File: config.mk
export PLATFORM = sky130hd
export DESIGN_NAME = mem_access_ctrl
export DESIGN_NICKNAME = d
export VERILOG_FILES = /design/src/rtl/cpu_pkg.sv /design/src/rtl/mem_addr_decode.sv /design/src/rtl/mem_access_ctrl.sv
export SDC_FILE = /design/constraint.sdc
export NUM_CORES = 1
export LEC_CHECK = 0
export CAP_MARGIN = 20
export CELL_PAD_IN_SITES_DETAIL_PLACEMENT = 0
export CELL_PAD_IN_SITES_GLOBAL_PLACEMENT = 1
export CORE_ASPECT_RATIO = 1.25
export CORE_MARGIN = 2
export CORE_UTILIZATION = 30
export CTS_CLUSTER_DIAMETER = 60
export DETAILED_ROUTE_END_ITERATION = 8
export PLACE_DENSITY = 0.89
export SYNTH_ARGS = -nofsm -noshare
export SYNTH_HDL_FRONTEND = slang
export SYNTH_SLANG_ARGS = --single-unit
File: constraint.sdc
create_clock -name clk -period 2.2 [get_ports clk]
set_input_delay 0.44 -clock clk [delete_from_list [all_inputs] [get_ports clk]]
set_output_delay 0.44 -clock clk [all_outputs]
set_load 0.01 [all_outputs]
File: src/rtl/cpu_pkg.sv
// -----------------------------------------------------------------------------
// cpu_pkg
//   Shared definitions for the memory access path: uOP encodings, data address
//   map constants and the address region type. Also used by the register-return
//   mux.
// -----------------------------------------------------------------------------
package cpu_pkg;

   // Data address map
   localparam int unsigned DC_WORDS   = 31;   // D-cache word addresses 0..DC_WORDS-1
   localparam int unsigned GPIO_ADDR  = 32;   // single GPIO word address
   localparam int unsigned DC_TIMEOUT = 15;   // max cycles waiting for dc_ack

   typedef enum logic [4:0] {
      UOP_LDR = 5'd10,
      UOP_STR = 5'd11
   } uop_e;

   typedef enum logic [1:0] {
      DC,
      GPIO,
      UNMAPPED
   } addr_region_t;

endpackage

File: src/rtl/mem_addr_decode.sv
// -----------------------------------------------------------------------------
// mem_addr_decode
//   Combinational data address map decode: word address -> region.
//   The full 32-bit address is compared so aliases such as 0x8000_0005 are
//   reported as unmapped rather than folded onto the D-cache.
// Ports
//   i_addr    in  32  word address
//   o_region  out  2  DC / GPIO / UNMAPPED
// -----------------------------------------------------------------------------
module mem_addr_decode
   import cpu_pkg::*;
#(
   parameter int unsigned DC_WORDS  = cpu_pkg::DC_WORDS,
   parameter int unsigned GPIO_ADDR = cpu_pkg::GPIO_ADDR
) (
   input  logic [31:0]  i_addr,
   output addr_region_t o_region
);

   always_comb begin
      o_region = UNMAPPED;
      if (i_addr < 32'(DC_WORDS)) begin
         o_region = DC;
      end else if (i_addr == 32'(GPIO_ADDR)) begin
         o_region = GPIO;
      end
   end

endmodule

File: src/rtl/mem_access_ctrl.sv
// -----------------------------------------------------------------------------
// mem_access_ctrl
//   Sequences LDR/STR uOPs from execute onto the D-cache or the GPIO word,
//   returns load data with a one-cycle valid, stalls the pipeline while busy
//   and flags unmapped or timed-out accesses.
// Ports
//   clk, rst_n               clock (rising edge), async active-low reset
//   req_valid/req_ready      uOP handshake from execute (ready only in IDLE)
//   uop, addr, wdata         uOP code (10=LDR, 11=STR), word address, store data
//   dc_req/dc_we/dc_addr/    D-cache request, held until dc_ack
//   dc_wdata
//   dc_ack/dc_rdata          D-cache completion and load data
//   gpio_state               current GPIO input word
//   gpio_we/gpio_wdata       one-cycle GPIO output write strobe and data
//   rsp_valid/rsp_data       one-cycle load return; data holds between pulses
//   stall                    pipeline hold while not IDLE
//   err                      one-cycle pulse on unmapped address or timeout
// -----------------------------------------------------------------------------
module mem_access_ctrl
   import cpu_pkg::*;
#(
   parameter int unsigned DC_WORDS   = cpu_pkg::DC_WORDS,
   parameter int unsigned GPIO_ADDR  = cpu_pkg::GPIO_ADDR,
   parameter int unsigned DC_TIMEOUT = cpu_pkg::DC_TIMEOUT
) (
   input  logic        clk,
   input  logic        rst_n,
   input  logic        req_valid,
   output logic        req_ready,
   input  logic [4:0]  uop,
   input  logic [31:0] addr,
   input  logic [31:0] wdata,
   output logic        dc_req,
   output logic        dc_we,
   output logic [4:0]  dc_addr,
   output logic [31:0] dc_wdata,
   input  logic        dc_ack,
   input  logic [31:0] dc_rdata,
   input  logic [31:0] gpio_state,
   output logic        gpio_we,
   output logic [31:0] gpio_wdata,
   output logic        rsp_valid,
   output logic [31:0] rsp_data,
   output logic        stall,
   output logic        err
);

   localparam int unsigned CNT_W = $clog2(DC_TIMEOUT + 1);

   typedef enum logic [1:0] {
      IDLE,
      DC_WAIT,
      GPIO_ACC,
      RESP
   } state_t;

   state_t             r_state;
   state_t             w_state_nxt;
   logic [4:0]         r_uop;
   logic [4:0]         r_dc_addr;
   logic [31:0]        r_wdata;
   logic [CNT_W-1:0]   r_tmo_cnt;
   logic               r_err;
   logic [31:0]        r_rsp_data;

   addr_region_t       w_region;
   logic               w_accept;
   logic               w_in_ldr;
   logic               w_in_str;
   logic               w_is_ldr;
   logic               w_is_str;
   logic               w_err_nxt;
   logic               w_rsp_we;
   logic [31:0]        w_rsp_nxt;
   logic               w_tmo_hit;

   mem_addr_decode #(
      .DC_WORDS  (DC_WORDS),
      .GPIO_ADDR (GPIO_ADDR)
   ) u_decode (
      .i_addr   (addr),
      .o_region (w_region)
   );

   assign w_accept  = req_valid && (r_state == IDLE);
   assign w_in_ldr  = (uop == UOP_LDR);
   assign w_in_str  = (uop == UOP_STR);
   assign w_is_ldr  = (r_uop == UOP_LDR);
   assign w_is_str  = (r_uop == UOP_STR);
   assign w_tmo_hit = (r_tmo_cnt == CNT_W'(DC_TIMEOUT - 1));

   // State register
   always_ff @(posedge clk or negedge rst_n) begin
      if (!rst_n) begin
         r_state <= IDLE;
      end else begin
         r_state <= w_state_nxt;
      end
   end

   // Next state, error flag and load-result capture
   always_comb begin
      w_state_nxt = r_state;
      w_err_nxt   = 1'b0;
      w_rsp_we    = 1'b0;
      w_rsp_nxt   = '0;
      unique case (r_state)
         IDLE: begin
            if (w_accept && (w_in_ldr || w_in_str)) begin
               unique case (w_region)
                  DC:       w_state_nxt = DC_WAIT;
                  GPIO:     w_state_nxt = GPIO_ACC;
                  default: begin
                     w_state_nxt = RESP;
                     w_err_nxt   = 1'b1;
                     w_rsp_we    = w_in_ldr;
                  end
               endcase
            end
         end
         DC_WAIT: begin
            // ack takes priority over a timeout landing in the same cycle
            if (dc_ack) begin
               w_state_nxt = RESP;
               w_rsp_we    = w_is_ldr;
               w_rsp_nxt   = dc_rdata;
            end else if (w_tmo_hit) begin
               w_state_nxt = RESP;
               w_err_nxt   = 1'b1;
               w_rsp_we    = w_is_ldr;
            end
         end
         GPIO_ACC: begin
            w_state_nxt = RESP;
            w_rsp_we    = w_is_ldr;
            w_rsp_nxt   = gpio_state;
         end
         default: begin
            w_state_nxt = IDLE;
         end
      endcase
   end

   // Request capture, timeout counter, response registers
   always_ff @(posedge clk or negedge rst_n) begin
      if (!rst_n) begin
         r_uop      <= '0;
         r_dc_addr  <= '0;
         r_wdata    <= '0;
         r_tmo_cnt  <= '0;
         r_err      <= 1'b0;
         r_rsp_data <= '0;
      end else begin
         if (w_accept) begin
            r_uop     <= uop;
            r_dc_addr <= addr[4:0];
            r_wdata   <= wdata;
         end
         if ((r_state == DC_WAIT) && !dc_ack) begin
            r_tmo_cnt <= r_tmo_cnt + 1'b1;
         end else begin
            r_tmo_cnt <= '0;
         end
         r_err <= w_err_nxt;
         if (w_rsp_we) begin
            r_rsp_data <= w_rsp_nxt;
         end
      end
   end

   assign req_ready  = (r_state == IDLE);
   assign stall      = (r_state != IDLE);
   assign dc_req     = (r_state == DC_WAIT);
   assign dc_we      = (r_state == DC_WAIT) && w_is_str;
   assign dc_addr    = r_dc_addr;
   assign dc_wdata   = r_wdata;
   assign gpio_we    = (r_state == GPIO_ACC) && w_is_str;
   assign gpio_wdata = r_wdata;
   assign rsp_valid  = (r_state == RESP) && w_is_ldr;
   assign rsp_data   = r_rsp_data;
   assign err        = (r_state == RESP) && r_err;

endmodule
==> impl_results.md <==
* Ys flop type: dfrtp_1
* Syn-to-layout area delta at 63.00%
* Initial antenna violation count at 0
* Peak Freq at 464.7 MHz
* Placed cell area at 0.007726 mm²
* Worst-margin pin slew at 0.5331 ns
* Power Density at 1193 mW/mm²
* Avg WL per Cell at 17.48 µm
* Die height at 149.2 µm
* Number of fill cells at 1505
* Root buf cell: clkbuf_16
* GPL Wtd Cong at 0.7251
* Die Area at 0.01794 mm²
* Dominant cells by area after synthesis: dfrtp_1 40%, mux2_2 9.8%, a221oi_2 8.9%, nand3_1 6.6%, a32o_1 6.3%
* Post-synthesis register bit count at 81
* MaxCap Viol Count at 0
* H-tree levels at 3
* Io pins at 245
* Sw Share at 38.18%
* Nets at 884
* Clock Sink Count at 81
* Post-Route WL at 16880 µm
* Max-slew headroom at 64.46%
* Initial DRC count at 279
* Critical-path cell list: clkdlybuf4s50_1, nor4_4, nand3_2, buf_4, a211oi_4, buf_4, nor4_1, a311o_1
* Post-Synthesis Cell Area at 0.005062 mm²
* Final Slew Violations at 0
* Clock power share at 14.9%
* Final Hold Slack at 0.05673 ns
* Worst Clk Skew at 0.007855 ns
* Average size of a mapped cell at 9.735 µm²
* Delay-heaviest family, CP: buffers and inverters
* Row Count at 53
* Number of flops mapped to enable cells by yosys at 0
* Startpoint types: primary input
* CP Max Fanout at 5
* HPWL Detailed at 12260 µm
* Post-route setup TNS at 0 ns
* Most frequent cells after synthesis: 81 x dfrtp_1, 67 x nand3_1, 64 x nand2_1
* CP Buf/Inv Count at 3
* DRT antenna net count at 0
* CTS Buf Count at 9
* Initial Util at 30.41%
* Final Hold Viols at 0
* Required @ worst endpoint at 2.42 ns
* Critical path arrival at 2.38 ns
* Core footprint at 0.01664 mm²
* Syn. warnings at 0
* DRT Pass-1 Iters at 4
* Status: finished clean
* Clock Tree Buf Depth at 2
* Top cell type's share of synthesized area at 40.04%
* CP peak stage delay at 0.45 ns
* Total Routing Usage GR at 17.80%
* Cells after Synth at 520
* Yosys top cell by area: dfrtp_1
* Final Instance Area at 0.008252 mm²
* # DRC at 0
* Final period util at 97.82%
* Synth cell types at 40
* Cts hold-fix bufs at 0
* GR Overflow Total at 0
* Port bufs at 244
* # diodes at 0
* DR vias/cell at 5.165
* CTS tree: built
* Syn Nets at 663
* Post-synthesis async set-or-reset flop share at 100.0%
* Setup Viol. Count Final at 0
* Setup crit end kind: flop
* Total power draw at 9.843 mW
* Comb power frac at 57.1%
* Most common cell on crit path: buf_4
* Vias in the first global route at 4638
* First-pass GRT wire length at 25100 µm
* Vias at 4989
* Setup CP Type: in -> reg
* Maximum VDD drop at 0.5581 mV
* Int Pwr at 6.085 mW
* RSZ-0062 raised after global routing: yes
* Reg clk slew, reported paths at 0.07 ns
* Hold Crit Class: in -> async
* Leakage at 2.965 nW
* Die W at 120.2 µm
* Final critical-path required period at 2.152 ns
* Most common cell in the netlist: dfrtp_1
* Largest net degree at the start of global routing at 99
* Seq/Total Area, Yosys at 40.04%
* Seq pwr share at 28.0%
* P_sw at 3.757 mW
* Clk_lat worst skew at 0.34 ns
* Fraction of layout cells with a size suffix above 1 at 21.18%
* CP max-delay cell: clkdlybuf4s50_1
-- cells in the final DEF (no fill, tap or decap), drive strengths merged, types with 3 or more instances in the layout --
| cell type | count |
|---|---|
| a21oi | 3 |
| a221oi | 31 |
| a32o | 32 |
| and3 | 4 |
| buf | 49 |
| clkbuf | 11 |
| clkdlybuf4s50 | 234 |
| dfrtp | 81 |
| dlygate4sd2 | 6 |
| dlymetal6s2s | 3 |
| ha | 6 |
| inv | 11 |
| mux2 | 44 |
| nand2 | 65 |
| nand3 | 67 |
| nor2 | 5 |
| nor3 | 62 |
| nor4 | 8 |
-- worst paths after layout --
kind                            depth (start not counted)              startpoint                        to  slack [ns]
worst max-delay path                                    8                addr[21]  rsp_data[16]$_DFFE_PN0P_        0.05
worst min-delay path                                    1                   rst_n   dc_wdata[0]$_DFFE_PN0P_        0.06
worst max register to register                          8  r_tmo_cnt[0]$_DFF_PN0_  rsp_data[11]$_DFFE_PN0P_        0.13
worst min register to register                          1    r_uop[2]$_DFFE_PN0P_      r_uop[2]$_DFFE_PN0P_        0.50
max in group asynchronous                               2                   rst_n  rsp_data[15]$_DFFE_PN0P_        1.55
min in group clk                                        3                 addr[3]    dc_addr[3]$_DFFE_PN0P_        0.50
-- metal layers --
layer	track usage [%]	vias up	wire length, µm
li1	-	2358	-
met1	20.59	2399	6465
met2	32.95	216	8956
met3	4.014	16	1263
met4	4.471	0	197
met5	0	-	0
-- sequential cells by signal (all words and copies together) (netlist names) --
| signal | count |
|---|---|
| r_uop | 5 |
| dc_wdata | 32 |
| r_state | 2 |
| r_err | 1 |
| rsp_data | 32 |
| r_tmo_cnt | 4 |
| dc_addr | 5 |
-- cell type report --
type / count / area [µm²] / area share [%]
Inverter: 6 / 22.52 / 0.2729
Tap cell: 220 / 275.3 / 3.336
Timing Repair Buffer: 294 / 2924 / 35.44
Sequential cell: 81 / 2027 / 24.56
Multi-Input combinational cell: 349 / 2718 / 32.93
Clock inverter: 7 / 60.06 / 0.7278
Clock buffer: 9 / 225.2 / 2.729
-- metrics by stage --
stage	worst slack [ns]	util, %	std cells
finish	0.04787	49.58	966
global route	-0.03826	49.58	966
CTS	0.01528	48.62	961
detailed placement	-0.5669	46.42	941
global placement	-0.5398	46.42	941
floorplan	0.08785	-	520
-- power groups by stage --
| stage | Combinational [mW] | Clock [mW] | Sequential (mW) |
|---|---|---|---|
| 2_1_floorplan | 2.85 | 0 | 2.94 |
| 3_3_place_gp | 5.45 | 0 | 2.73 |
| 3_5_place_dp | 5.52 | 0 | 2.77 |
| 4_1_cts | 5.61 | 1.50 | 2.74 |
| 5_1_grt | 6.02 | 1.55 | 2.86 |
| 6_report | 5.62 | 1.47 | 2.76 |
-- what timing repair did --
action	in CTS	in global routing
setup endpoints to repair	41	34
pin swaps	2	21
resized for setup	16	18
gates cloned	0	3
buffers inserted	4	2
endpoints found under the hold margin	0	0
-- cells by family (layout without fill, tap and decap cells) --
kind of cell / after synthesis / count (layout) / synth area share [%]
AND/OR/NAND/NOR: 221 / 221 / 21.13
buffers and inverters: 90 / 316 / 9.738
flip-flops: 81 / 81 / 40.04
AO/OA/AOI/OAI: 76 / 76 / 17.47
multiplexers: 44 / 44 / 9.788
adder cells (fa/ha/maj): 6 / 6 / 1.483
XOR/XNOR: 2 / 2 / 0.3461
-- worst reg2reg max path: cells and delay by family, from the launching register on --
family          cells  cell delay (ns)
simple gates        3             0.45
fa+ha+maj           1             0.20
compound gates      2             0.55
buf+inv             2             0.35
flops               1             0.41
Power figures use the tool's default switching activity.
